$ cat config.mk
export PLATFORM = sky130hd
export DESIGN_NAME = div_clk_monitor
export DESIGN_NICKNAME = d
export VERILOG_FILES = /design/src/rtl/div_clk_monitor.sv
export SDC_FILE = /design/constraint.sdc
export NUM_CORES = 1
export LEC_CHECK = 0
export BUFFER_PORTS_ARGS = -buffer_cell sky130_fd_sc_hd__buf_2
export CAP_MARGIN = 40
export CORE_ASPECT_RATIO = 1.1
export CORE_MARGIN = 2
export CORE_UTILIZATION = 54
export DETAILED_ROUTE_END_ITERATION = 6
export GPL_TIMING_DRIVEN = 1
export PLACE_DENSITY = 0.76
export SKIP_CTS_REPAIR_TIMING = 1
export SYNTH_ARGS = -nofsm -noshare
export SYNTH_HDL_FRONTEND = slang
export SYNTH_SLANG_ARGS = --single-unit
$ cat constraint.sdc
create_clock -name clk -period 1.9 [get_ports clk]
set_input_delay 0.38 -clock clk [delete_from_list [all_inputs] [get_ports clk]]
set_output_delay 0.38 -clock clk [all_outputs]
set_load 0.05 [all_outputs]
$ cat src/rtl/div_clk_monitor.sv
// Divided-clock monitor: brings an asynchronous divided clock into the clk domain as rise/fall
// ticks, measures its period, counts its rising edges and flags loss of signal.
module div_clk_monitor #(
  parameter int SYNC_STAGES = 2,
  parameter int PW          = 16,
  parameter int CW          = 16,
  parameter int TIMEOUT     = 1000
) (
  input  logic          clk,
  input  logic          reset,
  input  logic          div_clk_in,
  input  logic          clr,
  output logic          div_sync,
  output logic          tick_rise,
  output logic          tick_fall,
  output logic [PW-1:0] period,
  output logic          period_valid,
  output logic [CW-1:0] edge_count,
  output logic          lost
);

  localparam int            TW      = $clog2(TIMEOUT + 1);
  localparam logic [PW-1:0] PER_MAX = '1;
  localparam logic [TW-1:0] TO_MAX  = TW'(TIMEOUT);
  localparam logic [TW-1:0] TO_LAST = TW'(TIMEOUT - 1);

  logic [SYNC_STAGES-1:0] sync_q;
  logic                   prev_q;
  logic [PW-1:0]          per_cnt;
  logic [TW-1:0]          to_cnt;
  logic                   armed;
  logic                   any_edge;
  logic                   timeout_hit;
  logic [PW-1:0]          period_next;

  // NOTE: non-blocking assignments make every stage sample the previous stage's old value,
  // so the chain really is SYNC_STAGES flops deep regardless of statement order.
  always_ff @(posedge clk or negedge reset) begin
    if (!reset) begin
      sync_q <= '0;
      prev_q <= 1'b0;
    end else begin
      sync_q <= {sync_q[SYNC_STAGES-2:0], div_clk_in};
      prev_q <= sync_q[SYNC_STAGES-1];
    end
  end

  // Ticks come only from flops, so a level change yields exactly one clean pulse.
  assign div_sync  = sync_q[SYNC_STAGES-1];
  assign tick_rise = div_sync & ~prev_q;
  assign tick_fall = ~div_sync & prev_q;
  assign any_edge  = tick_rise | tick_fall;

  // Fires on the cycle the idle counter steps onto TIMEOUT, and stays asserted while it holds there.
  assign timeout_hit = (to_cnt >= TO_LAST);

  // per_cnt counts cycles since the previous rise minus one; the interval includes this cycle.
  assign period_next = (per_cnt == PER_MAX) ? PER_MAX : per_cnt + 1'b1;

  always_ff @(posedge clk or negedge reset) begin
    if (!reset) begin
      per_cnt      <= '0;
      to_cnt       <= '0;
      armed        <= 1'b0;
      period       <= '0;
      period_valid <= 1'b0;
      edge_count   <= '0;
      lost         <= 1'b0;
    end else if (clr) begin
      // clr outranks a coincident rise: that edge is neither counted nor used to arm.
      per_cnt      <= '0;
      to_cnt       <= '0;
      armed        <= 1'b0;
      period       <= '0;
      period_valid <= 1'b0;
      edge_count   <= '0;
      lost         <= 1'b0;
    end else begin
      if (tick_rise) begin
        per_cnt <= '0;
      end else if (per_cnt != PER_MAX) begin
        per_cnt <= per_cnt + 1'b1;
      end

      if (tick_rise) begin
        if (armed) begin
          period       <= period_next;
          period_valid <= 1'b1;
        end
        armed      <= 1'b1;
        edge_count <= edge_count + 1'b1;
      end

      if (any_edge) begin
        to_cnt <= '0;
        lost   <= 1'b0;
      end else begin
        if (to_cnt != TO_MAX) begin
          to_cnt <= to_cnt + 1'b1;
        end
        if (timeout_hit) begin
          // Disarm so the first rise after recovery does not measure across the dead time.
          lost         <= 1'b1;
          armed        <= 1'b0;
          period_valid <= 1'b0;
        end
      end
    end
  end

endmodule

# Word-level counts from Yosys, hierarchy flattened
# Cells that the tools add are included.
# word_totals
inputBits,4
regBits,64
# op_classes
magnitude_cmp,1
n_mux,24
n_addsub,3
eq_ne,3
bitwise,5
n_reduce_logical,6
# op_table
operator,count
2-to-1 mux 16 bit,9
adder 16 x 1 -> 16 bit (second input constant),2
2-to-1 mux 10 bit,3
== test 16 bit (second input constant),1
inequality test 16 bit (second input constant),1
2-to-1 mux 1 bit,12
adder 10 x 1 -> 10 bit (second input constant),1
greater-or-equal comparator 10 bit (second input constant),1
inequality test 10 bit (second input constant),1
nonzero test 3 bit,3
nonzero test 2 bit,2
AND 1 bit,2
inverter 1 bit,2
AND reduction 2 bit,1
bitwise OR 1 bit,1

# Depth between registers and ports, before layout
# Gate-level depths: netlist (run 1).
# depth
word_depth,6
depth_mapped,7

# Worst setup path after synthesis (run 1)
# OpenSTA, ideal clock, no wires.
# synth_path
path_type,reg-to-reg
from,reg sync_q[1]
to,reg edge_count[13]
setup_ps,132
arrival_time_ps,2309
path_stages_with_launch,7
required_time_ps,1768
path_slack_ps,-541
path_cell_list,dfrtp_1 > ha_1 > buf_2 > nand4_1 > nor4_1 > xnor2_1 > nor2_1
# synth_between
elab_chain_len,2
# synth_rtl
element,line_no,text
start: declaration,27,logic [SYNC_STAGES-1:0] sync_q;
start signal: assignment,43,"sync_q <= {sync_q[SYNC_STAGES-2:0], div_clk_in};"
AND 1 bit,50,assign tick_rise = div_sync & ~prev_q;
via tick_rise,14,"output logic tick_rise,"
nonzero test 2 bit (no line),--,
end signal: assignment,91,edge_count <= edge_count + 1'b1;
end: declaration,18,"output logic [CW-1:0] edge_count,"
# The timed path passes the listed nets, and every way through them passes these cells.
# A chain may end at the register's enable or synchronous reset.

# Worst setup path after layout (run 1)
# layout_path
from,reg prev_q
to,out tick_rise
# layout_between
elab_chain_len,2
# layout_rtl
element,line_no,text
start: declaration,28,logic prev_q;
start signal: assignment,44,prev_q <= sync_q[SYNC_STAGES-1];
inverter 1 bit,50,
AND 1 bit,50,
end: declaration,14,
# Every way passes these cells.

==> results of run 1 <==
layout make-up:
cell class,count,area [um2]
clock buffers,13,158.9
clock inverters,3,40.04
fillers,482,1824
inverters,10,37.54
multi-input cells,212,1356
flip-flops and latches,64,1604
well taps,75,93.84
repair buffers,49,280.3
worst paths after layout:
kind | end | cells past startpoint | slack, ns | from
setup / recovery | tick_rise | 3 | 0.20 | prev_q
hold / removal | edge_count[9] | 2 | 0.05 | reset
setup reg to reg | period[14] | 5 | 0.20 | per_cnt[1]
hold reg to reg | sync_q[1] | 0 | 0.35 | sync_q[0]
max in group asynchronous | sync_q[1] | 2 | 1.57 | reset
min in group clk | sync_q[0] | 1 | 0.16 | div_clk_in
kinds of logic (layout without fill, tap and decap cells):
| kind of cell | after synthesis | in the layout | share of synthesized area |
|---|---|---|---|
| XOR/XNOR | 22 | 22 | 0.06356 |
| AND/OR/NAND/NOR | 128 | 128 | 0.2274 |
| buffers and inverters | 21 | 75 | 0.03219 |
| AO/OA/AOI/OAI | 49 | 49 | 0.1003 |
| multiplexers | 7 | 7 | 0.02353 |
| adder cells (fa/ha/maj) | 6 | 6 | 0.02476 |
| flip-flops | 64 | 64 | 0.5283 |
power breakdown:
part	switching, W	leakage, nW	internal (W)
sequential	0.0000164	0.880	0.00138
combinational	0.000112	0.693	0.0000410
clock	0.000500	0.103	0.000675
registers in the layout (all words and copies together), names as in the netlist:
| signal | count |
|---|---|
| lost | 1 |
| sync_q | 2 |
| armed | 1 |
| period | 16 |
| period_valid | 1 |
| prev_q | 1 |
| per_cnt | 16 |
| to_cnt | 10 |
| edge_count | 16 |
synthesized netlist by cell type, drive strengths merged (2+ instances only):
master and number:
nand2 27, and3 2, xnor2 14, buf 6, and2b 2, or2 2
nor2b 4, o21ai 20, nand2b 3, nand4 11, nor4 7, xor2 8
or3 5, nor2 37, dfrtp 64, nand3 10, mux2i 6, a22o 5
nor3 13, a21oi 12, inv 10, clkbuf 5, ha 6, a31oi 4
routing by layer:
layer  share of wire  track usage  wire, um  vias up
li1                -            -         -     1141
met1            0.45       0.2887      2824     1167
met2            0.49       0.3626      3077       66
met3           0.045      0.03762       279        7
met4           0.012       0.1035        73        0
met5               0            0         0        -
stage by stage:
stage | cell area, um2 | hold slack (ns)
after floorplan | 3053 | 0.08441
after global placement | 3367 | 0.3354
after detailed placement | 3367 | 0.3386
after CTS | 3566 | 0.05715
after global routing | 3571 | 0.06519
final | 3571 | 0.04928
critical path: cells and delay by family, from the launching register on:
family	cells	cell delay (ns)
buf+inv	2	0.39
flops	1	0.38
fa+ha+maj	1	0.23
layout by cell type, fill, tap and decap left out, types with 5 or more instances in the layout:
master / instances
o21ai_0: 17
nand2_1: 27
buf_2: 40
a22o_1: 5
dfrtp_1: 62
inv_1: 10
nand3_1: 9
a21oi_1: 11
nor2_1: 37
buf_4: 8
mux2i_1: 6
clkbuf_8: 11
nand4_1: 8
xnor2_1: 14
ha_1: 5
nor3_1: 13
xor2_1: 8
==> reports/metrics.cfg, run 1 <==
[die]
coreArea_mm2 = 0.005395
rows = 28
dieArea_mm2 = 0.006230
floorplan.initialDensity = 0.5619
die_w_um = 75.44
die_h_um = 82.59
boundaryPins = 41

[placed_design]
place_ws_ns = 0.02810
post-place-cells = 410
io_buffers = 40
dp_hpwl_um = 4106
place.gp.congestion = 0.8033

[worst_setup_path]
arrival_ns = 1.32
slowest_stage = dfrtp_1
cp-start-kind = flip-flop
critPathRequiredTime_ns = 1.52
endpoint_kind = primary output
critical_path.cell_chain = inv_1 > ha_4 > buf_2
path_class = reg2out
crit_fanout = 13
slowest_delay_ns = 0.38

[power]
leakage_nw = 1.676
vdd_ir_drop_max_v = 0.0004965
powerDensity_mw_per_mm2 = 762.6
total_power_w = 0.002723

[cells_and_area]
num_antenna_cells = 0
fin_util = 0.6619
syn_to_final_growth_pct = 17.79
fin_cells = 426
drive_gt1_frac = 0.2365
fin_nets = 356

[synthesis]
synth_seq_area_share = 0.5283
yosys.area.top_type_share = 0.5283
synth_area_mm2 = 0.003032
synth_seq_cells = 64
mappedNetlistNets = 307
synth_area_leaders = dfrtp_1 (53%), nor2_1 (4.6%), xnor2_1 (4.0%)
syn_inst = 297
ys.warnings.count = 0
ys.flop_type = dfrtp_1
avgSynthCellArea_um2 = 10.21
synth_edf_count = 0
synth-async-reset-ratio = 1.000
yosysUniqueCellTypes = 47
yosysTopAreaCell = dfrtp_1

[status]
outcome = completed

[global_routing]
grt_max_degree = 65
antenna_found_initial = 0
grt_use_total = 0.2228
grt_pass1_wl_um = 10460
grt_pass1_vias = 2255
grt_overflow_total = 0

[timing]
tns_ns = 0
finalSetupViolCount = 0
finalHoldViolCount = 0
rsz0062_at_grt = false
worstMarginPinSlew_ns = 0.4377
setup_slack_ns = 0.1985
slew_headroom = 0.7082
final.period_utilization = 0.8955
skew_ns = 0.008189
period_minus_slack_ns = 1.701
timing.fmax_mhz = 587.7
drv_slew = 0

[min_path]
hold_class = in2async

[job]
drv_cap = 0

[clocking]
cts_buffers = 9
root_buffer = clkbuf_8
clk_transition_reported_paths_ns = 0.07
clkSinkCount = 64
insertion_delay_ns = 0.33
cts_tree = built
cts_max_path_buffers = 2
htree_levels = 3

[drt]
drt_pass1_iterations = 4
wire_per_inst_um = 14.68
finalWirelength_um = 6255
drc = 0
vias = 2381
avgViaCountPerCell = 5.589
drt_iter0_drc = 139
ant_nets = 0

No activity file was read; power rests on OpenSTA's default activity.
==> run 2, diff against run 1 <==
CAP_MARGIN = unset   (was 40)
CORE_UTILIZATION = 57   (was 54)
PLACE_DENSITY = 0.79   (was 0.76)
==> run 2 against run 1 <==
Largest power group unchanged. Critical endpoint is now edge_count[11]. Design area fell by 0.53%. Highest routed layer unchanged. Die area fell by 5.0%. Flip-flop and latch count did not move. Register-to-register slack got worse by 0.04 ns. Worst setup slack got worse by 0.036 ns. Hold slack got worse by 0.028 ns. Final cell count fell by 3.5%. First-iteration DRC count fell by 2.2%. Clock power barely moved. Non-clock buffer count rose by 2.
==> reports/metrics.cfg, run 2 (same netlist as run 1, synthesis figures left out) <==
[timing]
setup_slack_ns = 0.1629
drv_slew = 0
slew_headroom = 0.6594
tns_ns = 0
final.period_utilization = 0.9143
rsz0062_at_grt = false
period_minus_slack_ns = 1.737
finalHoldViolCount = 0
worstMarginPinSlew_ns = 0.5109
skew_ns = 0.008853
finalSetupViolCount = 0
timing.fmax_mhz = 575.7

[drt]
drt_iter0_drc = 136
wire_per_inst_um = 14.76
drc = 0
finalWirelength_um = 6066
avgViaCountPerCell = 5.740
vias = 2359
ant_nets = 0
drt_pass1_iterations = 7

[cells_and_area]
drive_gt1_frac = 0.2408
reg.largest.list = edge_count: 16 flops, per_cnt: 16 flops, period: 16 flops
fin_nets = 358
fill_cells = 385
num_antenna_cells = 0
final_common_cell = dfrtp_1
final_cell_area_mm2 = 0.003552
syn_to_final_growth_pct = 17.17
final_cell_mix = dfrtp_1 (62), buf_2 (40), nor2_1 (37)
multi_input_area_mm2 = 0.001356
regArea_mm2 = 0.001604

[placed_design]
dpl-instance-area_mm2 = 0.003348
place_ws_ns = 0.08182
io_buffers = 40
dp_hpwl_um = 4247
place.gp.congestion = 0.8280

[clocking]
cts_max_path_buffers = 2
clkSinkCount = 64
htree_levels = 3
clk_transition_reported_paths_ns = 0.07
cts_buffers = 9
cts_tree = built
insertion_delay_ns = 0.34
root_buffer = clkbuf_8

[worst_setup_path]
r2r-start = prev_q
cp-start-kind = flip-flop
r2r_cells = 6
path_class = reg2reg
r2r-end = edge_count[11]
endpoint_kind = flip-flop
rrSetupSlack_ns = 0.16
crit_fanout = 13
arrival_ns = 1.95
critPathRequiredTime_ns = 2.11

[die]
dieArea_mm2 = 0.005919
coreArea_mm2 = 0.005067
die_w_um = 73.54
floorplan.initialDensity = 0.5983
die_h_um = 80.49
rows = 27
boundaryPins = 41

[power]
power_frac_seq = 0.513
sw_frac_of_total = 0.2297
power.net_switching_w = 0.0006240
combPwrFrac = 0.055
vdd_ir_drop_max_v = 0.0005411
leakage_nw = 1.682
clockPowerShare = 0.432
powerDensity_mw_per_mm2 = 764.7
p_int_w = 0.002092

[status]
outcome = completed

[global_routing]
grt_overflow_total = 0
grt_max_degree = 42
grt_pass1_wl_um = 10470
antenna_found_initial = 0
grt_use_total = 0.2299
use_met1 = 0.3043
gr-usage-met2 = 0.3616
busiest_layer = met2
grt_pass1_vias = 2340
met3_usage = 0.06023

[job]
drv_cap = 0

[min_path]
hold_class = in2async

run 2: changes by cell type in the layout (fill, tap and decap cells not counted):
cell	before	now
buf_4	8	11
buf_12	1	0
nand3_1	9	10
nand3_2	1	0
nor3_1	13	12
nor3_2	0	1
run 2: power groups by stage:
stage | registers (W) | logic [W] | clock network (W)
after floorplan | 0.00144 | 0.0000712 | 0
after detailed placement | 0.00142 | 0.000153 | 0
after global routing | 0.00140 | 0.000170 | 0.00124
after CTS | 0.00139 | 0.000153 | 0.00119
after global placement | 0.00142 | 0.000150 | 0
final | 0.00139 | 0.000149 | 0.00117
run 2: critical path: stages, from the launching register on:
cell     delay (ns)
dfrtp_1        0.38
inv_1          0.10
ha_4           0.22
nand4_1        0.33
nor3_1         0.35
xnor2_1        0.16
nor2_1         0.06
run 2: routing by layer:
layer | vias to the layer above | wire length (um)
met5 | - | 0
met4 | 0 | 81
met3 | 7 | 250
met2 | 58 | 2883
met1 | 1151 | 2851
li1 | 1143 | -
run 2: final cells by class:
cell class | instances | share of cell area
flip-flops and latches | 64 | 0.4516
inverters | 10 | 0.01057
multi-input cells | 212 | 0.3818
repair buffers | 51 | 0.07961
clock inverters | 3 | 0.01127
clock buffers | 13 | 0.04473
well taps | 58 | 0.02043
run 2: worst max path at each step:
stage / start / end / cells after the start
after floorplan: edge_count[4] / edge_count[15] / 4
after global placement: per_cnt[1] / period[14] / 6
after detailed placement: per_cnt[1] / period[12] / 6
after CTS: per_cnt[1] / period[12] / 6
after global routing: prev_q / edge_count[11] / 6
final: prev_q / edge_count[11] / 6
run 2: stage by stage:
step           utilization  hold WS, ns  total power (W)  cells
4_1_cts             0.7000      0.02355         0.002739    411
3_3_place_gp        0.6607       0.3318         0.001569    395
5_1_grt             0.7010      0.06069         0.002809    411
2_1_floorplan            -      0.08441         0.001510    297
3_5_place_dp        0.6607       0.3441         0.001573    395
6_report            0.7010      0.02164         0.002716    411
